==> src/rtl/alarm_pkg.sv <==
// Shared constants and FSM state type for the multi-slot alarm store.
package alarm_pkg;

    localparam int HOURS_MOD = 24;
    localparam int MINS_MOD  = 60;
    localparam int HOUR_W    = 5;
    localparam int MIN_W     = 6;

    // BCD digit widths for the HH:MM display
    localparam int H1_W = 2;
    localparam int H2_W = 4;
    localparam int M1_W = 3;
    localparam int M2_W = 4;

    typedef enum logic [1:0] {
        IDLE   = 2'd0,
        RING   = 2'd1,
        SNOOZE = 2'd2
    } alarm_state_e;

endpackage

==> src/rtl/Up_Down_Mod_Counter.sv <==
// Modulo-MOD up/down counter with wrap in both directions; upDown=1 counts down.
module Up_Down_Mod_Counter #(
    parameter int MOD = 24,
    parameter int W   = 5
) (
    input  logic         clk,
    input  logic         rst_n,
    input  logic         en,
    input  logic         upDown,
    output logic [W-1:0] q
);

    // count with wrap-around: MOD-1 -> 0 going up, 0 -> MOD-1 going down
    always_ff @(posedge clk or negedge rst_n) begin
        if (!rst_n) begin
            q <= '0;
        end else if (en) begin
            if (upDown) begin
                q <= (q == '0) ? W'(MOD - 1) : q - 1'b1;
            end else begin
                q <= (q == W'(MOD - 1)) ? '0 : q + 1'b1;
            end
        end
    end

endmodule

==> src/rtl/alarm_bank.sv <==
// Multi-slot alarm store and ring controller.
// Optional feature macro: ALARM_SNOOZE_EN (adds the SNOOZE state and snooze counter).
//
// state  | meaning
// IDLE   | waiting for a minute tick that matches an armed slot
// RING   | alarm sounding for slot ring_id, ring_cnt counts unattended minutes
// SNOOZE | ring paused, snz_cnt counts minutes until ringing resumes
module alarm_bank
    import alarm_pkg::*;
#(
    parameter int NUM_ALARMS       = 4,
    parameter int SEL_W            = 2,
    parameter int SNOOZE_MIN       = 5,
    parameter int RING_TIMEOUT_MIN = 10
) (
    input  logic              clk,
    input  logic              rst,
    input  logic [SEL_W-1:0]  sel,
    input  logic              en_h,
    input  logic              en_m,
    input  logic              up,
    input  logic              down,
    input  logic              arm_toggle,
    input  logic [HOUR_W-1:0] cur_h,
    input  logic [MIN_W-1:0]  cur_m,
    input  logic              min_tick,
    input  logic              snooze,
    input  logic              dismiss,
    output logic [H1_W-1:0]   H1,
    output logic [H2_W-1:0]   H2,
    output logic [M1_W-1:0]   M1,
    output logic [M2_W-1:0]   M2,
    output logic              armed,
    output logic              ringing,
    output logic              snoozing,
    output logic [SEL_W-1:0]  ring_id
);

    localparam int RC_W = $clog2(RING_TIMEOUT_MIN + 1);

    logic [HOUR_W-1:0]     hour_q [NUM_ALARMS];
    logic [MIN_W-1:0]      min_q  [NUM_ALARMS];
    logic [NUM_ALARMS-1:0] armed_q;
    logic                  adj;

    assign adj = up ^ down;

    for (genvar i = 0; i < NUM_ALARMS; i++) begin : g_slot
        logic hit;
        assign hit = (32'(sel) == i);

        Up_Down_Mod_Counter #(.MOD(HOURS_MOD), .W(HOUR_W)) u_hour (
            .clk    (clk),
            .rst_n  (rst),
            .en     (hit & en_h & adj),
            .upDown (down),
            .q      (hour_q[i])
        );

        Up_Down_Mod_Counter #(.MOD(MINS_MOD), .W(MIN_W)) u_min (
            .clk    (clk),
            .rst_n  (rst),
            .en     (hit & en_m & adj),
            .upDown (down),
            .q      (min_q[i])
        );
    end

    // armed bits; a select outside the slot range matches no slot and is ignored
    always_ff @(posedge clk or negedge rst) begin
        if (!rst) begin
            armed_q <= '0;
        end else begin
            for (int i = 0; i < NUM_ALARMS; i++) begin
                if (arm_toggle && (32'(sel) == i)) begin
                    armed_q[i] <= ~armed_q[i];
                end
            end
        end
    end

    logic [HOUR_W-1:0] disp_h;
    logic [MIN_W-1:0]  disp_m;

    // selected-slot mux; out-of-range select shows 00:00 disarmed
    always_comb begin
        disp_h = '0;
        disp_m = '0;
        armed  = 1'b0;
        for (int i = 0; i < NUM_ALARMS; i++) begin
            if (32'(sel) == i) begin
                disp_h = hour_q[i];
                disp_m = min_q[i];
                armed  = armed_q[i];
            end
        end
    end

    assign H1 = H1_W'(disp_h / HOUR_W'(10));
    assign H2 = H2_W'(disp_h % HOUR_W'(10));
    assign M1 = M1_W'(disp_m / MIN_W'(10));
    assign M2 = M2_W'(disp_m % MIN_W'(10));

    logic             hit_any;
    logic [SEL_W-1:0] hit_idx;
    logic             disarm;

    // lowest-index armed slot matching the current time; scanning downward leaves the lowest
    always_comb begin
        hit_any = 1'b0;
        hit_idx = '0;
        for (int i = NUM_ALARMS - 1; i >= 0; i--) begin
            if (armed_q[i] && (hour_q[i] == cur_h) && (min_q[i] == cur_m)) begin
                hit_any = 1'b1;
                hit_idx = SEL_W'(i);
            end
        end
    end

    // toggling the armed bit of the ringing slot while it is armed means disarming it
    always_comb begin
        disarm = 1'b0;
        for (int i = 0; i < NUM_ALARMS; i++) begin
            if (arm_toggle && (32'(sel) == i) && (32'(ring_id) == i) && armed_q[i]) begin
                disarm = 1'b1;
            end
        end
    end

    alarm_state_e     state, state_nx;
    logic [RC_W-1:0]  ring_cnt, ring_cnt_nx;
    logic [SEL_W-1:0] ring_id_nx;

`ifdef ALARM_SNOOZE_EN
    localparam int SC_W = $clog2(SNOOZE_MIN + 1);
    logic [SC_W-1:0] snz_cnt, snz_cnt_nx;

    // snooze countdown register
    always_ff @(posedge clk or negedge rst) begin
        if (!rst) snz_cnt <= '0;
        else      snz_cnt <= snz_cnt_nx;
    end

    assign snoozing = (state == SNOOZE);
`else
    logic unused_snooze;
    assign unused_snooze = snooze ^ SNOOZE_MIN[0];
    assign snoozing      = 1'b0;
`endif

    // FSM, ring counter and ring_id registers
    always_ff @(posedge clk or negedge rst) begin
        if (!rst) begin
            state    <= IDLE;
            ring_cnt <= '0;
            ring_id  <= '0;
        end else begin
            state    <= state_nx;
            ring_cnt <= ring_cnt_nx;
            ring_id  <= ring_id_nx;
        end
    end

    // next-state: dismiss (or disarm) beats snooze beats minute tick
    always_comb begin
        state_nx    = state;
        ring_cnt_nx = ring_cnt;
        ring_id_nx  = ring_id;
`ifdef ALARM_SNOOZE_EN
        snz_cnt_nx  = snz_cnt;
`endif
        case (state)
            IDLE: begin
                if (min_tick && hit_any) begin
                    state_nx    = RING;
                    ring_id_nx  = hit_idx;
                    ring_cnt_nx = '0;
                end
            end
            RING: begin
                if (dismiss || disarm) begin
                    state_nx = IDLE;
`ifdef ALARM_SNOOZE_EN
                end else if (snooze) begin
                    state_nx   = SNOOZE;
                    snz_cnt_nx = SC_W'(SNOOZE_MIN);
`endif
                end else if (min_tick) begin
                    if (ring_cnt == RC_W'(RING_TIMEOUT_MIN - 1)) state_nx = IDLE;
                    else ring_cnt_nx = ring_cnt + 1'b1;
                end
            end
`ifdef ALARM_SNOOZE_EN
            SNOOZE: begin
                if (dismiss || disarm) begin
                    state_nx = IDLE;
                end else if (min_tick) begin
                    if (snz_cnt == SC_W'(1)) begin
                        state_nx    = RING;
                        ring_cnt_nx = '0;
                    end else begin
                        snz_cnt_nx = snz_cnt - 1'b1;
                    end
                end
            end
`endif
            default: state_nx = IDLE;
        endcase
    end

    assign ringing = (state == RING);

endmodule

==> config.mk <==
export PLATFORM = sky130hd
export DESIGN_NAME = alarm_bank
export DESIGN_NICKNAME = d
export VERILOG_FILES = /design/src/rtl/alarm_pkg.sv /design/src/rtl/Up_Down_Mod_Counter.sv /design/src/rtl/alarm_bank.sv
export SDC_FILE = /design/constraint.sdc
export NUM_CORES = 1
export LEC_CHECK = 0
export BUFFER_PORTS_ARGS = -buffer_cell sky130_fd_sc_hd__buf_2
export CAP_MARGIN = 20
export CORE_AREA = 2 2 151 153
export DETAILED_ROUTE_END_ITERATION = 7
export DIE_AREA = 0 0 153 155
export HOLD_SLACK_MARGIN = 0.06
export PLACE_DENSITY_LB_ADDON = 0.3
export SYNTH_ARGS = -nofsm -noshare
export SYNTH_HDL_FRONTEND = slang
export SYNTH_SLANG_ARGS = --single-unit
==> constraint.sdc <==
create_clock -name clk -period 3.3 [get_ports clk]
set_clock_uncertainty 0.1 [all_clocks]
set_input_delay 0.165 -clock clk [delete_from_list [all_inputs] [get_ports clk]]
set_output_delay 0.165 -clock clk [all_outputs]
set_load 0.02 [all_outputs]
**Yosys cells after proc, flatten, opt, wreduce, memory -nomap -nowiden**

Cells that the tools add are included.

- Add/sub/neg operators: 17
- Div/mod/pow operators: 4
- Equal/unequal tests: 30
- Mux-type cells: 58
- Bitwise logic cells: 21
- Reduce and logical (&&, ||, !) cells: 37

Operators with widths:

| cell | number |
|---|---|
| 6-bit 2-to-1 mux | 16 |
| 5-bit 2-to-1 mux | 16 |
| 6-bit by 1-bit adder with 6-bit output, second input constant | 4 |
| 6-bit equality test | 4 |
| 6-bit equality test, second input constant | 4 |
| 6-bit zero test | 4 |
| 6-bit by 1-bit subtractor with 6-bit output, second input constant | 4 |
| 1-bit logical AND | 21 |
| 5-bit by 1-bit adder with 5-bit output, second input constant | 4 |
| 5-bit equality test | 4 |
| 5-bit equality test, second input constant | 4 |
| 5-bit zero test | 4 |
| 5-bit by 1-bit subtractor with 5-bit output, second input constant | 4 |
| 1-bit bitwise AND | 16 |
| 2-bit 2-to-1 mux | 8 |
| 4-bit 2-to-1 mux | 4 |
| 1-bit 2-to-1 mux | 12 |
| 2-bit equality test, second input constant | 4 |
| 2-bit != test, second input constant | 4 |
| 4-bit one-hot mux with 2 select lines | 1 |
| 6-bit by 4-bit divider with 6-bit output, second input constant | 1 |
| 2-bit by 1-bit equality test with 1-bit output, second input constant | 3 |
| 2-bit zero test | 3 |
| 6-bit by 4-bit modulo with 6-bit output, second input constant | 1 |
| 14 further kinds | 17 |

- Register bits after elaboration: 56
- Input bits: 23
- Output and inout port bits: 18
- Logic and storage cells: 182

**Logic depth before layout (Yosys ltp)**

- Depth after elaboration: 11
- Mapped depth: 12
- Gate-level depth less buffers: 11

**By module**

Synthesis repeated with hierarchy kept, for this count alone.

- Cells, all modules: 688
- Area total of the unflattened synthesis: 5,701.7 µm²

Modules (own cells, without submodules):

| module | times used | cells each | area an instance (µm²) |
|---|---|---|---|
| Up_Down_Mod_Counter (g_slot[0].u_min ...) | 4 | 69 | 540.5 |
| alarm_bank | 1 | 240 | 2,048.2 |
| Up_Down_Mod_Counter (g_slot[0].u_hour ...) | 4 | 43 | 372.9 |

**Least setup slack after synthesis**

Ideal clock, no wire load.

- Path kind: register -> output
- Start point: register g_slot[3].u_min.q[5]
- End point: output port M2[2]
- Arrival: 3.026 ns
- Data required time: 3.035 ns
- Setup slack: 0.009 ns
- Cell stages (with the launch flop): 12
- Path buffers: 1
- Cells stage by stage: dfrtp_1 > clkbuf_1 > mux4_2 > and2b_4 > a21oi_1 > ha_1 > nor3b_2 > a2111oi_4 > o21ai_4 > xnor2_4 > ha_1 > a21oi_1

- Word-level cells in the longest chain between the ends: 2

Ends and longest elaborated chain:

| element | line | source |
|---|---|---|
| from (decl) | Up_Down_Mod_Counter.sv:10 | `output logic [W-1:0] q` |
| from (signal assigned) | Up_Down_Mod_Counter.sv:19 | `q <= (q == '0) ? W'(MOD - 1) : q - 1'b1;` |
| from (signal assigned) | Up_Down_Mod_Counter.sv:21 | `q <= (q == W'(MOD - 1)) ? '0 : q + 1'b1;` |
| 6-bit 2-to-1 mux | alarm_bank.sv:91 | `if (32'(sel) == i) begin` |
| 6-bit by 4-bit modulo with 6-bit output | alarm_bank.sv:102 | `assign M2 = M2_W'(disp_m % MIN_W'(10));` |
| to (decl) | alarm_bank.sv:32 | `output logic [M2_W-1:0] M2,` |

No other way between the ends.

**Worst setup path in the final report**

- Start point: register g_slot[3].u_min.q[5]
- End point: output port M2[1]

Same word-level chain as after synthesis.

==> results by group <==
Status
  • Status: finished, final reports clean

Min path
  • Worst Hold Path Cells: 3
  • Hold Path End: state[0]$_DFFE_PN0P_
  • Hold Crit Class: in2reg
  • Hold path start: min_tick

Place
  • IO Port Bufs: 38
  • Final GP Congestion: a little over 0.8
  • DP Worst Slack: a little under 0.1 ns
  • Cell Area, Placed: around 6000 µm²
  • DP Cell Count: just under 1,000
  • HPWL Detailed: between 10,000 and 15,000 µm

Final layout
  • Share of layout cells above drive strength 1: between 10% and 20%
  • Area Growth Syn to Fin: 16.5%
  • Diodes inserted: 0
  • Most common cell after layout, fill and taps aside: nand2_1
  • Post-layout instance area: between 6000 and 7000 µm²
  • Non-filler instance count after layout: approximately 1,000
  • Most frequent cells in the layout: 61 x nand2_1, 56 x o21ai_0, 55 x xnor2_1, 55 x dfrtp_1, 43 x buf_4
  • Nets: 757
  • Fin util: between 20% and 30%
  • Layout filler cell count: 2,380

Clock tree
  • TritonCTS sink count: 55
  • CTS tree: done
  • Root Driver: clkbuf_16
  • Clk Latency, worst-skew pair: 0.31 ns
  • Clock transition at path regs: about 0.080 ns
  • CTS H-Tree Depth: 2
  • CTS Buf Count: 5
  • Max Root-Sink Buffers: 2

Critical path
  • R2R depth: 8
  • Setup CP Type: reg2out
  • Reg2Reg Setup Slack: 0.73 ns
  • Critical Path Sink Type: primary output
  • CP Max Fanout: 4
  • Crit start category: register
  • Data required time of the critical path: around 3.0 ns
  • Crit path DAT: 2.97 ns
  • Worst r2r dst: ring_cnt[2]$_DFFE_PN0P_
  • RR Startpoint: g_slot[3].u_min.q[2]$_DFFE_PN0P_

Routing
  • Vias: 4,907
  • Detailed Routing Iterations Pass 1: 4
  • Routed WL: between 15,000 and 20,000 µm
  • DR iter-0 viols: 330
  • WL/cell: 15.8 µm
  • DR vias/cell: roughly 5.0
  • Drt drc: 0
  • Post-DRT Antenna Nets: 0

Synthesis
  • Post-synthesis instance total: 670
  • Mapped Avg Cell Area: approximately 8 µm²
  • Post-synthesis xor/xnor area fraction: roughly 12%
  • Synth async-reset ratio: 100%
  • Cell variety after synth: 73
  • Simple-Gate Fraction of Synth Area: between 20 and 25%
  • Register area share after synthesis: between 20% and 30%
  • Area fraction in compound gates after synthesis: 20.1%
  • Mux share of post-synthesis cell area: roughly 6.8%
  • EDFF count, synth: 0
  • Syn Nets: around 720
  • Largest family of logic cells by synthesized area: simple AND/OR/NAND/NOR gates
  • Register bit total from synthesis: 55
  • Ys flop type: dfrtp_1
  • Yosys warns: 0
  • Post-Syn Area: approximately 5400 µm²
  • Adder-Cell Fraction of Synth Area: between 6 and 7%

Pwr
  • Worst VDD drop: about 0.00024 V
  • P_leak: between 2 and 3 nW
  • PD cells: roughly 770 nW/µm²

STA
  • Unrepaired setup endpoints after global routing: true
  • Slew headroom: ~45%
  • Final Critical Period: 3.24 ns
  • Hold Fails Final Rpt: 0
  • Hold slack: roughly 0.12 ns
  • Worst slew pin tran: slightly above 0.8 ns
  • Post-route worst setup slack: approximately 0.06 ns
  • Max Freq: about 0.31 GHz
  • Setup-failing EPs final: 0
  • Fin crit share: between 90% and 100%
  • Pins Over Slew Limit: 0

Global route
  • GRT overflow: 0
  • Number of global-route vias before repair: 4,715
  • GRT Overall Usage: between 10 and 15%
  • Antenna violations before repair: 1
  • First-pass GRT wire length: between 20,000 and 30,000 µm
  • Largest net degree at the start of global routing: 61

Floorplanning
  • Die Y: 155 µm
  • Placeable Area: about 22,000 µm²
  • Die ar.: 23,700 µm²
  • Num ports: around 40
  • Die Wd: ~150 µm
  • Initial Util: around a quarter
  • Row Count: 55

Job
  • Max Cap Violations: 0
==> sequential cells by signal, indices dropped and copies added, names as in the netlist <==
name,flops
ring_cnt,4
g_slot.u_hour.q,20
g_slot.u_min.q,24
armed_q,4
state,1
ring_id,2
==> layer usage <==
metal  track usage [%]  vias to the layer above  share of wire [%]
li1                  -                     2463                  -
met1              18.3                     2347                 48
met2              21.8                       79                 47
met3              2.81                       16                3.9
met4              3.22                        2                1.7
met5                 0                        -              0.077
==> power breakdown <==
group	leakage (nW)	switching, mW	internal (mW)
Sequential	0.670	0.321	0.890
Clock	0.0875	0.283	0.383
Combinational	1.78	1.62	1.34
==> final cells by class <==
class / instances / area, µm² / area share, %
timing repair buffer: 83 / 552 / 8.75
multi-input combinational: 523 / 3710 / 58.8
sequential: 55 / 1380 / 21.8
clock buffer: 6 / 139 / 2.20
tap: 285 / 357 / 5.66
inverter: 36 / 135 / 2.14
clock inverter: 2 / 38.8 / 0.615
==> metrics by stage <==
step	TNS, ns	power (mW)
global route	-0.212	5.26
finish	0	4.84
global placement	0	4.00
detailed placement	0	4.00
floorplan	0	3.18
CTS	-0.000893	4.75
==> cell families (layout without fill, tap and decap cells) <==
group,Yosys count,in the layout
simple gates,231,231
compound gates,171,171
buf+inv,92,127
xor+xnor,69,69
flops,55,55
fa+ha+maj,30,30
mux,21,21
other cells,1,1
==> worst max path at each step <==
stage                                                 from  endpoint  slack (ns)  cells past startpoint
after floorplan           g_slot[3].u_min.q[5]$_DFFE_PN0P_     M2[2]       0.009                     11
after global placement                              sel[1]     M2[3]        0.07                     13
after detailed placement                            sel[1]     M2[3]         0.1                     13
after CTS                 g_slot[3].u_min.q[3]$_DFFE_PN0P_     M2[1]     -0.0009                     12
after global routing      g_slot[3].u_min.q[5]$_DFFE_PN0P_     M2[3]       -0.07                     12
final                     g_slot[3].u_min.q[5]$_DFFE_PN0P_     M2[1]        0.06                     12
==> critical path, cell delays in order, from the launching register on <==
cell	delay, ns
dfrtp_1	0.40
mux4_2	0.51
and2b_4	0.29
a21oi_4	0.03
ha_2	0.18
nor3b_4	0.15
a2111oi_4	0.25
o21ai_4	0.11
xnor2_4	0.18
buf_6	0.13
o21a_1	0.19
a21oi_2	0.12
buf_6	0.13
==> Yosys cell counts, types with 12 or more instances <==
cell,n,area [µm²]
xor2_1,13,114
mux4_2,12,270
and3_1,14,87.6
nand4_1,16,100
ha_1,30,375
nand3_1,16,80.1
nor3_1,25,125
a21oi_1,41,205
nor2_1,39,146
dfrtp_1,55,1380
o31ai_1,15,113
o21ai_0,56,280
xnor2_1,55,482
clkbuf_1,40,150
nand2_1,61,229
inv_1,36,135
==> timing repair <==
action                     CTS  global route
buffers inserted             2             3
pin swaps                    2             2
setup endpoints to repair    2             4
resized for setup            5            10
hold endpoints to repair    34             0
hold buffers                 2             0
(Power assumes the default switching activity.)
